[config.mk]
export PLATFORM = sky130hd
export DESIGN_NAME = instr_program_loader
export DESIGN_NICKNAME = d
export VERILOG_FILES = /design/src/rtl/rv_isa_pkg.sv /design/src/rtl/instr_encoder.sv /design/src/rtl/instr_program_loader.sv
export SDC_FILE = /design/constraint.sdc
export NUM_CORES = 1
export LEC_CHECK = 0
export ABC_AREA = 0
export CAP_MARGIN = 20
export CORE_MARGIN = 2
export CORE_UTILIZATION = 60
export CTS_BUF_LIST = sky130_fd_sc_hd__clkbuf_4 sky130_fd_sc_hd__clkbuf_8
export DETAILED_ROUTE_END_ITERATION = 8
export DONT_BUFFER_PORTS = 1
export PLACE_DENSITY = 0.88
export SKIP_LAST_GASP = 1
export SYNTH_ARGS = -nofsm -noshare
export SYNTH_HDL_FRONTEND = slang
export SYNTH_HIERARCHICAL = 1
export SYNTH_SLANG_ARGS = --single-unit
export TNS_END_PERCENT = 30
[constraint.sdc]
create_clock -name clk -period 1.6 [get_ports clk]
set_input_delay 0.24 -clock clk [delete_from_list [all_inputs] [get_ports clk]]
set_output_delay 0.24 -clock clk [all_outputs]
set_load 0.02 [all_outputs]
[src/rtl/rv_isa_pkg.sv]
// RV32I encoding constants, mnemonic codes and loader state encoding shared by
// the instruction program loader and its encoder.
package rv_isa_pkg;

  localparam int unsigned MNEM_W = 4;
  localparam int unsigned REG_W  = 5;
  localparam int unsigned IMM_W  = 13;
  localparam int unsigned WORD_W = 32;

  localparam logic [6:0] OP_R      = 7'b0110011;
  localparam logic [6:0] OP_IMM    = 7'b0010011;
  localparam logic [6:0] OP_LOAD   = 7'b0000011;
  localparam logic [6:0] OP_STORE  = 7'b0100011;
  localparam logic [6:0] OP_BRANCH = 7'b1100011;

  localparam logic [2:0] F3_ADD_SUB = 3'b000;
  localparam logic [2:0] F3_SLT     = 3'b010;
  localparam logic [2:0] F3_XOR     = 3'b100;
  localparam logic [2:0] F3_SRL     = 3'b101;
  localparam logic [2:0] F3_OR      = 3'b110;
  localparam logic [2:0] F3_AND     = 3'b111;
  localparam logic [2:0] F3_LB      = 3'b000;
  localparam logic [2:0] F3_SB      = 3'b000;
  localparam logic [2:0] F3_BEQ     = 3'b000;

  localparam logic [6:0] F7_BASE = 7'b0000000;
  localparam logic [6:0] F7_ALT  = 7'b0100000;

  // Symbolic mnemonic codes; 13..15 are illegal.
  typedef enum logic [MNEM_W-1:0] {
    MN_ADD  = 4'd0,
    MN_SUB  = 4'd1,
    MN_AND  = 4'd2,
    MN_OR   = 4'd3,
    MN_SLT  = 4'd4,
    MN_XOR  = 4'd5,
    MN_SRL  = 4'd6,
    MN_ADDI = 4'd7,
    MN_ANDI = 4'd8,
    MN_ORI  = 4'd9,
    MN_LB   = 4'd10,
    MN_SB   = 4'd11,
    MN_BEQ  = 4'd12
  } mnem_e;

  // Loader states; READ and CHECK are only reachable with readback enabled.
  typedef enum logic [2:0] {
    ST_IDLE   = 3'd0,
    ST_ACCEPT = 3'd1,
    ST_WRITE  = 3'd2,
    ST_READ   = 3'd3,
    ST_CHECK  = 3'd4,
    ST_FINISH = 3'd5
  } state_e;

  function automatic logic [WORD_W-1:0] enc_r(input logic [6:0] f7, input logic [4:0] rs2,
                                              input logic [4:0] rs1, input logic [2:0] f3,
                                              input logic [4:0] rd, input logic [6:0] op);
    return {f7, rs2, rs1, f3, rd, op};
  endfunction

  function automatic logic [WORD_W-1:0] enc_i(input logic [11:0] imm, input logic [4:0] rs1,
                                              input logic [2:0] f3, input logic [4:0] rd,
                                              input logic [6:0] op);
    return {imm, rs1, f3, rd, op};
  endfunction

  function automatic logic [WORD_W-1:0] enc_s(input logic [11:0] imm, input logic [4:0] rs2,
                                              input logic [4:0] rs1, input logic [2:0] f3,
                                              input logic [6:0] op);
    return {imm[11:5], rs2, rs1, f3, imm[4:0], op};
  endfunction

  // boff holds branch offset bits [12:1]; bit 0 of the offset is implicitly zero.
  function automatic logic [WORD_W-1:0] enc_b(input logic [11:0] boff, input logic [4:0] rs2,
                                              input logic [4:0] rs1, input logic [2:0] f3,
                                              input logic [6:0] op);
    return {boff[11], boff[9:4], rs2, rs1, f3, boff[3:0], boff[10], op};
  endfunction

endpackage

[src/rtl/instr_encoder.sv]
// Combinational packer from symbolic instruction fields to an RV32I word.
module instr_encoder
  import rv_isa_pkg::*;
(
  input  logic [MNEM_W-1:0] mnem,
  input  logic [REG_W-1:0]  rd,
  input  logic [REG_W-1:0]  rs1,
  input  logic [REG_W-1:0]  rs2,
  input  logic [IMM_W-1:0]  imm,
  output logic [WORD_W-1:0] word_c,
  output logic              illegal_c
);

  // Select format and function codes per mnemonic; unused fields stay zero.
  always_comb begin
    word_c    = '0;
    illegal_c = 1'b0;
    case (mnem)
      MN_ADD:  word_c = enc_r(F7_BASE, rs2, rs1, F3_ADD_SUB, rd, OP_R);
      MN_SUB:  word_c = enc_r(F7_ALT,  rs2, rs1, F3_ADD_SUB, rd, OP_R);
      MN_AND:  word_c = enc_r(F7_BASE, rs2, rs1, F3_AND,     rd, OP_R);
      MN_OR:   word_c = enc_r(F7_BASE, rs2, rs1, F3_OR,      rd, OP_R);
      MN_SLT:  word_c = enc_r(F7_BASE, rs2, rs1, F3_SLT,     rd, OP_R);
      MN_XOR:  word_c = enc_r(F7_BASE, rs2, rs1, F3_XOR,     rd, OP_R);
      MN_SRL:  word_c = enc_r(F7_BASE, rs2, rs1, F3_SRL,     rd, OP_R);
      MN_ADDI: word_c = enc_i(imm[11:0], rs1, F3_ADD_SUB, rd, OP_IMM);
      MN_ANDI: word_c = enc_i(imm[11:0], rs1, F3_AND,     rd, OP_IMM);
      MN_ORI:  word_c = enc_i(imm[11:0], rs1, F3_OR,      rd, OP_IMM);
      MN_LB:   word_c = enc_i(imm[11:0], rs1, F3_LB,      rd, OP_LOAD);
      MN_SB:   word_c = enc_s(imm[11:0], rs2, rs1, F3_SB, OP_STORE);
      MN_BEQ:  word_c = enc_b(imm[12:1], rs2, rs1, F3_BEQ, OP_BRANCH);
      default: illegal_c = 1'b1;
    endcase
  end

endmodule

[src/rtl/instr_program_loader.sv]
// Sequential program writer: encodes one instruction per handshake and writes
// the words to consecutive instruction-memory addresses from BASE_ADDR.
// Optional write-verify pass enabled by defining LOADER_READBACK_EN.
module instr_program_loader
  import rv_isa_pkg::*;
#(
  parameter int unsigned ADDR_W    = 8,
  parameter int unsigned BASE_ADDR = 0
) (
  input  logic              clk,
  input  logic              rst_n,
  input  logic              start,
  input  logic              in_valid,
  output logic              in_ready,
  input  logic              in_last,
  input  logic [MNEM_W-1:0] in_mnem,
  input  logic [REG_W-1:0]  in_rd,
  input  logic [REG_W-1:0]  in_rs1,
  input  logic [REG_W-1:0]  in_rs2,
  input  logic [IMM_W-1:0]  in_imm,
  output logic              mem_we,
  output logic [ADDR_W-1:0] mem_addr,
  output logic [WORD_W-1:0] mem_wdata,
  input  logic [WORD_W-1:0] mem_rdata,
  output logic              busy,
  output logic              done,
  output logic              err
);

  localparam logic [ADDR_W-1:0] ADDR_BASE = ADDR_W'(BASE_ADDR);
  localparam logic [ADDR_W-1:0] ADDR_LAST = {ADDR_W{1'b1}};

  state_e              state_q, state_d;
  logic [ADDR_W-1:0]   addr_q, addr_d;
  logic [WORD_W-1:0]   word_q, word_d;
  logic                last_q, last_d;
  logic                err_q, err_d;
  logic                in_ready_q, in_ready_d;
  logic                mem_we_q, mem_we_d;
  logic                done_q, done_d;
  logic                busy_q, busy_d;

  logic [WORD_W-1:0]   enc_word_c;
  logic                enc_illegal_c;
  logic                start_accept_c;
  logic                beat_accept_c;
  logic                beat_exit_c;
  logic                at_end_c;
  logic                rb_mismatch_c;

  instr_encoder u_encoder (
    .mnem      (in_mnem),
    .rd        (in_rd),
    .rs1       (in_rs1),
    .rs2       (in_rs2),
    .imm       (in_imm),
    .word_c    (enc_word_c),
    .illegal_c (enc_illegal_c)
  );

  assign start_accept_c = (state_q == ST_IDLE) && start;
  assign beat_accept_c  = in_valid && in_ready_q;
  assign at_end_c       = last_q || (addr_q == ADDR_LAST);

`ifdef LOADER_READBACK_EN
  assign beat_exit_c   = (state_q == ST_CHECK);
  assign rb_mismatch_c = (mem_rdata != word_q);
`else
  logic unused_rdata;
  assign beat_exit_c   = (state_q == ST_WRITE);
  assign rb_mismatch_c = 1'b0;
  assign unused_rdata  = ^mem_rdata;
`endif

  // State register.
  always_ff @(posedge clk or negedge rst_n) begin
    if (!rst_n) state_q <= ST_IDLE;
    else        state_q <= state_d;
  end

  // Next-state logic.
  always_comb begin
    state_d = state_q;
    case (state_q)
      ST_IDLE:   if (start) state_d = ST_ACCEPT;
      ST_ACCEPT: begin
        if (beat_accept_c) begin
          if (!enc_illegal_c) state_d = ST_WRITE;
          else if (in_last)   state_d = ST_FINISH;
        end
      end
`ifdef LOADER_READBACK_EN
      ST_WRITE:  state_d = ST_READ;
      ST_READ:   state_d = ST_CHECK;
      ST_CHECK:  state_d = at_end_c ? ST_FINISH : ST_ACCEPT;
`else
      ST_WRITE:  state_d = at_end_c ? ST_FINISH : ST_ACCEPT;
`endif
      ST_FINISH: state_d = ST_IDLE;
      default:   state_d = ST_IDLE;
    endcase
  end

  // Output and datapath next values; strobes are decoded from the next state
  // so that they are registered and aligned with the state they belong to.
  always_comb begin
    addr_d     = addr_q;
    word_d     = word_q;
    last_d     = last_q;
    err_d      = err_q;
    in_ready_d = (state_d == ST_ACCEPT);
    mem_we_d   = (state_d == ST_WRITE);
    done_d     = (state_d == ST_FINISH);
    busy_d     = (state_d != ST_IDLE);

    if (start_accept_c) begin
      addr_d = ADDR_BASE;
      err_d  = 1'b0;
    end

    if (beat_accept_c) begin
      if (enc_illegal_c) begin
        err_d = 1'b1;
      end else begin
        word_d = enc_word_c;
        last_d = in_last;
      end
    end

    if (beat_exit_c) begin
      if (rb_mismatch_c) err_d = 1'b1;
      // Reaching the top address without last is an overflow; no wrap.
      if (at_end_c) begin
        if (!last_q) err_d = 1'b1;
      end else begin
        addr_d = addr_q + ADDR_W'(1);
      end
    end
  end

  // Datapath and output registers.
  always_ff @(posedge clk or negedge rst_n) begin
    if (!rst_n) begin
      addr_q     <= ADDR_BASE;
      word_q     <= '0;
      last_q     <= 1'b0;
      err_q      <= 1'b0;
      in_ready_q <= 1'b0;
      mem_we_q   <= 1'b0;
      done_q     <= 1'b0;
      busy_q     <= 1'b0;
    end else begin
      addr_q     <= addr_d;
      word_q     <= word_d;
      last_q     <= last_d;
      err_q      <= err_d;
      in_ready_q <= in_ready_d;
      mem_we_q   <= mem_we_d;
      done_q     <= done_d;
      busy_q     <= busy_d;
    end
  end

  assign in_ready  = in_ready_q;
  assign mem_we    = mem_we_q;
  assign mem_addr  = addr_q;
  assign mem_wdata = word_q;
  assign busy      = busy_q;
  assign done      = done_q;
  assign err       = err_q;

endmodule

==> out/results.ini, run 1 <==
[finish]
syn_to_final_growth_pct = 9.108
antenna_cells = 0
drive_gt1_share_pct = 11.56
fill_cells = 358
fin_nets = 389
fin_util_pct = 67.37

[yosys]
ys.flop_type = dfrtp_1
ys_types = 45
synth_top_cell_by_area = dfrtp_1
synth_top_family_by_area = simple AND/OR/NAND/NOR gates
syn_area_um2 = 2651
synth_edf_count = 0
synth-compound-area-share_pct = 15.05
synth_area_leaders = dfrtp_1 46%, nand2_1 17%, o211ai_1 2.5%
ys_ff_latch = 49
syn_inst = 313
syn_area_per_cell_um2 = 8.471
synth_top_area_share_pct = 46.25
synth_xor_area_share_pct = 0.3303
synth_fa_ha_area_share_pct = 0.4719
async_flop_share_pct = 100.0
yosys.area_share.simple_pct = 30.58
ys_seq_area_share_pct = 46.25
synth_mux_area_share_pct = 2.360
synth_warnings = 6

[sta]
fin_crit_sh_pct = 94.22
whs_ps = 56.66
finClkSkew_ps = 7.079
maxSlewViolCount = 0
setup_violations = 0
finalCriticalPeriod_ps = 1508
fmax_mhz = 663.3
relSlewSlack_pct = 66.30
setup_tns_ps = 0
grt_setup_unrepaired = no
final_hold_viol_count = 0
worstMarginPinSlew_ps = 505.5
fin_ws_ps = 92.43

[worst_setup_path]
endpoint = mem_addr[5]
required_ps = 1770
endpoint_kind = flip-flop
rr_startpoint = state_q[0]
r2r_end = mem_addr[5]
rrSetupSlack_ps = 90
setup.worst_path.start = state_q[0]
crit_path_max_fanout = 6
reg2reg_depth = 4
path_class = reg -> reg
worstSetupStartpointType = flip-flop
arrival_ps = 1680

[pwr]
power_frac_clock_pct = 16.8
seqPwrFrac_pct = 59.2
netSwitchingFraction_pct = 42.77
power.share.combinational_pct = 23.9
p_switching_mw = 1.814
powerDensity_nw_per_um2 = 1466
finalPower_mw = 4.240
leakagePower_nw = 1.401
ir_drop_uv = 591.2
intPower_mw = 2.426

[detailed_routing]
antenna_left = 0
drt_wl_total_um = 5794
drtIter0Drc = 132
dr.pass1.iters = 4
routed_via_density = 5.836
routedWlPerCell_um = 15.58
post-route-drc-count = 0
vias = 2171

[floorplanning]
die_w_um = 70.48
die-area_um2 = 4967
start_util_pct = 61.74
die_y_um = 70.48
io_pins = 114
core_area_um2 = 4294
rows = 24

[grt]
grt_usage_pct = 24.45
grt_pass1_wl_um = 9722
overflow = 0
grt_antenna_before_repair = 0
grt_start_max_net_pins = 50
grt_pass1_vias = 2112

[placement]
hpwl_um = 4063
preCtsSetupSlack_ps = 90.40
place_congestion = 0.8421
portBuffers = 0

[clocking]
cts_tree = done
cts.clk_slew.worst_paths_ps = 80
root_buffer = clkbuf_8
cts.sinks = 49
numCtsBuffers = 5
cts_buffer_depth = 2
worstSkewPairLatency_ps = 300
htree_num_levels = 2

[flow_run]
maxCapViolCount = 0

[status]
status = finished, final reports clean

[worst_hold_path]
hold_class = in -> reg

-- layer usage --
metal	global-route usage [%]	wire (um)	vias up
li1	-	-	1064
met1	30.59	2314	1027
met2	40.04	2888	75
met3	8.947	539	5
met4	6.410	52	0
met5	0	0	-
-- sequential cells by signal, indices dropped and copies added (netlist names) --
name / cells
last_q: 1
busy: 1
mem_wdata: 32
in_ready: 1
done: 1
mem_addr: 8
mem_we: 1
state_q: 3
err: 1
-- synthesized netlist by cell type, types with 4 or more instances --
cell type and number:
clkbuf_1 10, or3_1 4, a21oi_1 6, o211ai_1 9, nor2b_1 8, nand2b_1 7, o2bb2ai_1 6, nand3b_1 5
buf_2 6, dfrtp_1 49, mux2i_1 4, nor2_1 10, o21ai_0 9, nand2_1 118, a32oi_1 5, and2_1 7
nand3_1 5, a221o_1 4, buf_4 5
-- metrics by stage --
step	area, um^2	std cells
2_1_floorplan	2669	314
3_3_place_gp	2744	359
3_5_place_dp	2744	359
4_1_cts	2868	369
5_1_grt	2893	372
6_report	2893	372
-- placed cells by master, fill, tap and decap left out, drive strengths merged, types with 3 or more instances in the layout --
cell / instances
a21oi: 6
a221o: 4
a32oi: 5
and2: 7
buf: 19
clkbuf: 6
dfrtp: 49
inv: 3
mux2i: 4
nand2: 119
nand2b: 7
nand3: 5
nand3b: 5
nand4: 3
nor2: 10
nor2b: 8
o211ai: 9
o21ai: 11
o22ai: 3
o2bb2ai: 6
or3: 4
-- cells by family (layout without fill, tap and decap cells) --
| group | after synthesis | count (layout) |
|---|---|---|
| AND/OR/NAND/NOR | 176 | 176 |
| AO/OA/AOI/OAI | 54 | 54 |
| flip-flops | 49 | 49 |
| buffers and inverters | 25 | 31 |
| multiplexers | 6 | 6 |
| adder cells (fa/ha/maj) | 1 | 1 |
| other | 1 | 2 |
| XOR/XNOR | 1 | 1 |
-- how the worst min path moves through the flow --
stage	from	end	slack, ps	cells after the start
6_report	in_last	last_q	60	2
5_1_grt	in_last	last_q	60	2
4_1_cts	in_last	last_q	50	2
3_5_place_dp	rst_n	mem_addr[5]	-50	0
3_3_place_gp	rst_n	mem_addr[5]	-50	0
2_1_floorplan	rst_n	busy	-60	0
-- worst max-delay path, stage by stage, from the launching register on --
cell and delay, ps:
dfrtp_1 430, nor4b_4 370, o211ai_1 260, o211ai_1 240, o31ai_1 100
-- power groups by stage --
stage / Combinational, mW / Sequential [mW] / Clock (mW)
finish: 1.01 / 2.51 / 0.714
global route: 1.18 / 2.57 / 0.782
CTS: 1.01 / 2.52 / 0.740
detailed placement: 0.971 / 2.55 / 0
global placement: 0.932 / 2.53 / 0
floorplan: 0.745 / 2.48 / 0
-- final cells by class --
class / instances / area [um^2] / area share, %
Multi-Input combinational cell: 240 / 1306 / 45.16
Sequential cell: 49 / 1226 / 42.39
Timing Repair Buffer: 20 / 197.7 / 6.834
Clock buffer: 6 / 76.32 / 2.638
Tap cell: 52 / 65.06 / 2.249
Inverter: 3 / 11.26 / 0.3893
Clock inverter: 2 / 10.01 / 0.3460
-- timing repair --
action / CTS / global route
buffers inserted: 0 / 3
hold buffers: 2 / 0
hold endpoints to repair: 49 / 0
setup endpoints to repair: 0 / 3
gates resized for setup: 0 / 1
No activity file was read; power rests on OpenSTA's default activity.
==> run 2: changes to the inputs <==
Settings changed: CORE_ASPECT_RATIO set to 0.8, CORE_UTILIZATION 60 to 44, DONT_BUFFER_PORTS 1 to unset, PLACE_DENSITY 0.88 to 0.95.
==> out/results.ini, run 2 (synthesis results as in run 1) <==
[finish]
fin_nets = 483  ; +24%
drive_gt1_share_pct = 11.86  ; +0.30 points
syn_to_final_growth_pct = 45.02
layoutNonFillerInstCount = 494  ; +33%
largest_reg_flops = 32  ; unchanged
antenna_cells = 0  ; unchanged
layout_common_cells = 118 x nand2_1, 76 x clkdlybuf4s50_1, 49 x dfrtp_1
final_common_cell = nand2_1

[worst_setup_path]
rr_startpoint = mem_addr[1]
endpoint_kind = primary output
arrival_ps = 1370  ; -310 ps
worstSetupStartpointType = flip-flop
cpMaxStageDelayCell = clkdlybuf4s50_1
crit_path_max_fanout = 4  ; -2
crit_chain = buf_4 > clkdlybuf4s50_1
setup.worst_path.start = mem_addr[0]
path_class = reg -> out
required_ps = 1360  ; -410 ps
max_stage_delay_ps = 600  ; +170 ps

[clocking]
root_buffer = clkbuf_8
cts_buffer_depth = 2  ; unchanged
cts.sinks = 49  ; unchanged
numCtsBuffers = 5  ; unchanged
cts_tree = done
worstSkewPairLatency_ps = 290  ; about the same
htree_num_levels = 2  ; unchanged
cts.clk_slew.worst_paths_ps = 90  ; about the same

[detailed_routing]
dr.pass1.iters = 5  ; +1
routedWlPerCell_um = 14.24  ; -8.6%
routed_via_density = 5.213  ; -11%
drtIter0Drc = 263  ; +99%
antenna_left = 0  ; unchanged
vias = 2575  ; +19%
drt_wl_total_um = 7033  ; +21%
post-route-drc-count = 0  ; unchanged

[sta]
fmax_mhz = 620.4  ; -6.5%
fin_crit_sh_pct = 100.7  ; +6.5 points
final_hold_viol_count = 0  ; unchanged
finalCriticalPeriod_ps = 1612  ; +104.2 ps
grt_setup_unrepaired = yes
fin_ws_ps = -11.81  ; -104.2 ps
setup_violations = 1  ; +1
finClkSkew_ps = 6.666  ; -0.4131 ps
maxSlewViolCount = 0  ; unchanged
whs_ps = 421.3  ; +364.6 ps

[floorplanning]
die_y_um = 73.43  ; +4.2%
start_util_pct = 45.09  ; -17 points
die-area_um2 = 6666  ; +34%
core_area_um2 = 5881  ; +37%
rows = 25  ; +4.2%
io_pins = 114  ; unchanged
die_w_um = 90.79  ; +29%

[grt]
grt_usage_pct = 21.50  ; -2.9 points
grt_pass1_vias = 2452  ; +16%
grt_pass1_wl_um = 11410  ; +17%
grt_start_max_net_pins = 34  ; -32%
grt_antenna_before_repair = 0  ; unchanged
overflow = 0  ; unchanged

[placement]
portBuffers = 81  ; +81
place_congestion = 0.9086  ; +7.9%
preCtsSetupSlack_ps = -276.7  ; -367.1 ps
hpwl_um = 5305  ; +31%
dp_cells = 484  ; +35%

[worst_hold_path]
hold_class = in -> async

[pwr]
ir_drop_uv = 1024  ; +73%
leakagePower_nw = 1.822  ; +30%
powerDensity_nw_per_um2 = 1360  ; -7.2%

[status]
status = complete, but fails checks
violations = negative setup slack

[flow_run]
maxCapViolCount = 0  ; unchanged

[run 2: worst paths after layout]
| check | end | slack [ps] | cells past startpoint |
|---|---|---|---|
| max in group asynchronous | mem_wdata[24] | 660 | 3 |
| worst max register to register | mem_addr[5] | 60 | 7 |
| min in group clk | mem_wdata[22] | 480 | 2 |
| worst max-delay path | mem_addr[0] | -10 | 2 |
| worst min register to register | mem_wdata[22] | 480 | 2 |
| worst min-delay path | mem_wdata[10] | 420 | 2 |
[run 2: repair_timing]
item	4_1_cts	5_1_grt
gates resized for setup	1	3
pin swaps	0	1
hold buffers	1	0
setup endpoints to repair	5	23
endpoints found under the hold margin	17	0
buffers inserted	0	2
[run 2: worst max-delay path: cells and delay by family, from the launching register on]
| family | cells | cell delay [ps] |
|---|---|---|
| flops | 1 | 350 |
| buf+inv | 2 | 720 |
[run 2: stage by stage]
step                      util [%]  cell area, um^2  TNS, ps  power (mW)
after floorplan                  -             2669        0       3.228
after global placement       63.32             3724    -6852       4.422
after detailed placement     63.32             3724    -8528       4.511
after CTS                    65.00             3822   -106.4       5.249
after global routing         65.38             3845   -491.8       5.524
final                        65.38             3845   -11.81       5.231
[run 2: final cells by class]
cell class | instances | area [um^2]
fill | 472 | 2036
multi-input combinational | 240 | 1304
sequential | 49 | 1226
timing repair buffer | 114 | 1112
tap | 81 | 101.3
clock buffer | 6 | 82.58
inverter | 3 | 11.26
clock inverter | 1 | 7.507
[run 2: report_power, final]
part	leakage [nW]	internal (mW)	switching, mW	total, mW
registers	0.634	1.69	0.282	1.97
clock network	0.0433	0.342	0.393	0.736
logic	1.14	1.20	1.32	2.52
[run 2: metal layers]
metal / global-route usage [%] / vias to the layer above / share of wire, % / wire (um)
met2: 38.31 / 115 / 50 / 3533
li1: - / 1256 / - / -
met4: 5.051 / 0 / 0.98 / 69
met1: 27.02 / 1195 / 42 / 2939
met5: 0 / - / 0 / 0
met3: 5.026 / 9 / 7.0 / 490
==> run 3: changes to the inputs <==
Settings changed: CAP_MARGIN 20 to unset, SLEW_MARGIN set to 25.
==> results of run 3 <==
Final layout, timing and power as in run 2 (identical DEF).
==> RTL change (settings of run 2) <==
Make the reset (`rst_n`) synchronous in 2 clocked blocks.
--- a/src/rtl/instr_program_loader.sv
+++ b/src/rtl/instr_program_loader.sv
@@ -73,7 +73,7 @@
 `endif
 
   // State register.
-  always_ff @(posedge clk or negedge rst_n) begin
+  always_ff @(posedge clk) begin
     if (!rst_n) state_q <= ST_IDLE;
     else        state_q <= state_d;
   end
@@ -139,7 +139,7 @@
   end
 
   // Datapath and output registers.
-  always_ff @(posedge clk or negedge rst_n) begin
+  always_ff @(posedge clk) begin
     if (!rst_n) begin
       addr_q     <= ADDR_BASE;
       word_q     <= '0;
Behaviour: differs if rst_n is asserted again (counterexample within 4 cycles, from zero or initial values and one cycle with rst_n low); with rst_n held inactive, the same outputs for 10 cycles.
==> RTL change against run 2 <==
Sequential cell count stayed put; setup slack better by 0.017 ns; register-to-register slack worse by 0.04 ns; first-iteration DRC count is 14% lower; design area is 4.1% lower; synthesized area is 5.9% lower; maximum frequency is 1.1% higher; critical endpoint is now mem_addr[5]; wire length is 4.8% higher.
Power is not compared: it rests on default switching activity, and its combinational part moved more than twofold at a synthesized area within 25%.
==> RTL change: results (changes against run 2) <==
status:
  status: "complete, no violations"
clock_network:
  clk_pin_slew_ns: 0.08
  worstSkewPairLatency_ns: 0.29  # about the same
  cts_max_level: 2  # unchanged
  root_buffer: "clkbuf_8"
setup_path:
  crit_slowest_cell: "clkdlybuf4s50_1"
  reg2reg_depth: 4  # -3
  critical-path-top-delay-family: "buffers and inverters"
  r2r-end: "mem_addr[4]"
  path_max_fanout: 3  # -1
  arrival_ns: 1.35  # -0.02 ns
  crit-reg2reg-launch: "last_q"
  r2r_slack_ns: 0.02  # -0.04 ns
finish:
  n_antenna_cell: 0  # unchanged
  final_util: 0.675  # +0.0211
  fill_cells: 458  # -3.0%
  drive_gt1_frac: 0.122  # +0.00307
  largest_register_ffs: 32  # unchanged
place:
  port_buffers: 81  # unchanged
  gp_congestion: 0.886  # -2.5%
  place_hpwl_mm: 5.47  # +3.1%
  dp_worst_setup_slack_ns: -0.397  # -0.121 ns
  placed_area_um2: 3530  # -5.2%
  post-place-cells: 487  # +0.62%
route:
  wire_per_inst_um: 14.8  # +4.2%
  dr.max_layer_used: "met4"
  via_per_inst: 5.53  # +6.1%
  routed_wl_mm: 7.37  # +4.8%
  wl_met3_um: 559  # +14%
  met1_length_mm: 3.16  # +7.6%
  dr_wl_met2_mm: 3.51  # -0.79%
  firstDrtPassIters: 4  # -1
  drt_iter0_markers: 226  # -14%
logic_synthesis:
  postSynth.asyncResetShare: 0  # -1.00
  synthMuxAreaShare: 0.0130  # -0.0106
  yosysWarnings: 6  # unchanged
  seq_area_frac_synth: 0.393  # -0.0693
  synth_compound_area_frac: 0.227  # +0.0761
  synthXorXnorAreaFrac: 0.0176  # +0.0142
  synth.distinct_cells: 50  # +11%
  synth_cells: 321  # +2.6%
  synth_adder_area_share: 0.00502  # +0.000296
  synth.top_cells.by_count: "nand2_1, dfxtp_1, a21oi_1"
  synth.area.top_cells: "dfxtp_1, nand2_1, a21oi_1"
global_routing:
  gr-usage-met3: 0.0311  # -0.0192
  grt_pass1_vias: 2500  # +2.0%
  grt_usage: 0.224  # +0.00928
  use_met1: 0.304  # +0.0336
  grt_max_degree: 32  # -5.9%
  grt_pass1_wl_mm: 11.3  # -1.1%
  antenna_found_initial: 0  # unchanged
  met2_usage: 0.370  # -0.0130
pwr:
  leakage_nw: 1.41
  irDropWorstVdd_v: 0.000381
worst_hold_path:
  hp-start: "mem_wdata[26]"
  hold-path-endpoint: "mem_wdata[26]"
  hold_path_class: "reg2reg"
  holdPathStages: 2
timing:
  clock_skew_ns: 0.00623  # -0.000431 ns
RTL change: cell types whose count changed after synthesis, sizes merged, moves of 3 or more:
cell / delta
nor2: +5
xor2: +4
mux2i: -3
nand3: -3
dfrtp: -49
nand2: -41
a21oi: +32
dfxtp: +49
RTL change: worst max path at each step:
stage               endpoint  depth (start not counted)         from  slack, ns
4_1_cts          mem_addr[2]                          1  mem_addr[2]      -0.02
6_report         mem_addr[5]                          2  mem_addr[5]      0.005
2_1_floorplan   mem_wdata[0]                          9   in_mnem[2]     -0.008
3_3_place_gp            busy                          8   in_mnem[1]      -0.35
5_1_grt          mem_addr[4]                          4       last_q      -0.05
3_5_place_dp   mem_wdata[24]                          8   in_mnem[1]      -0.40
RTL change: timing repair:
item | 4_1_cts | 5_1_grt
gates resized for setup | 3 | 11
setup endpoints to repair | 29 | 48
setup buffers | 0 | 1
pin swaps | 0 | 3
cloned | 0 | 1
RTL change: power breakdown:
group	switching [W]	internal [W]
clock	0.000390	0.000321
sequential	0.0000243	0.00126
combinational	0.000278	0.000282
total	0.000692	0.00186
RTL change: cell families after synthesis:
| logic type | Yosys count |
|---|---|
| multiplexers | 3 |
| AO/OA/AOI/OAI | 87 |
| XOR/XNOR | 5 |
| AND/OR/NAND/NOR | 146 |
| buffers and inverters | 29 |
| flip-flops | 49 |
| adder cells (fa/ha/maj) | 1 |
| other | 1 |
RTL change: layout make-up:
cell class	count	area share
Clock inverter	2	0.00271
Inverter	5	0.00509
Tap cell	78	0.0265
Clock buffer	6	0.0207
Multi-Input combinational cell	244	0.379
Timing Repair Buffer	113	0.301
Sequential cell	49	0.266
RTL change: per-stage QoR:
step	hold slack, ns	total power, W
floorplan	0.370	0.00158
global placement	0.442	0.00182
CTS	0.462	0.00254
finish	0.460	0.00255
detailed placement	0.450	0.00184
global route	0.480	0.00265
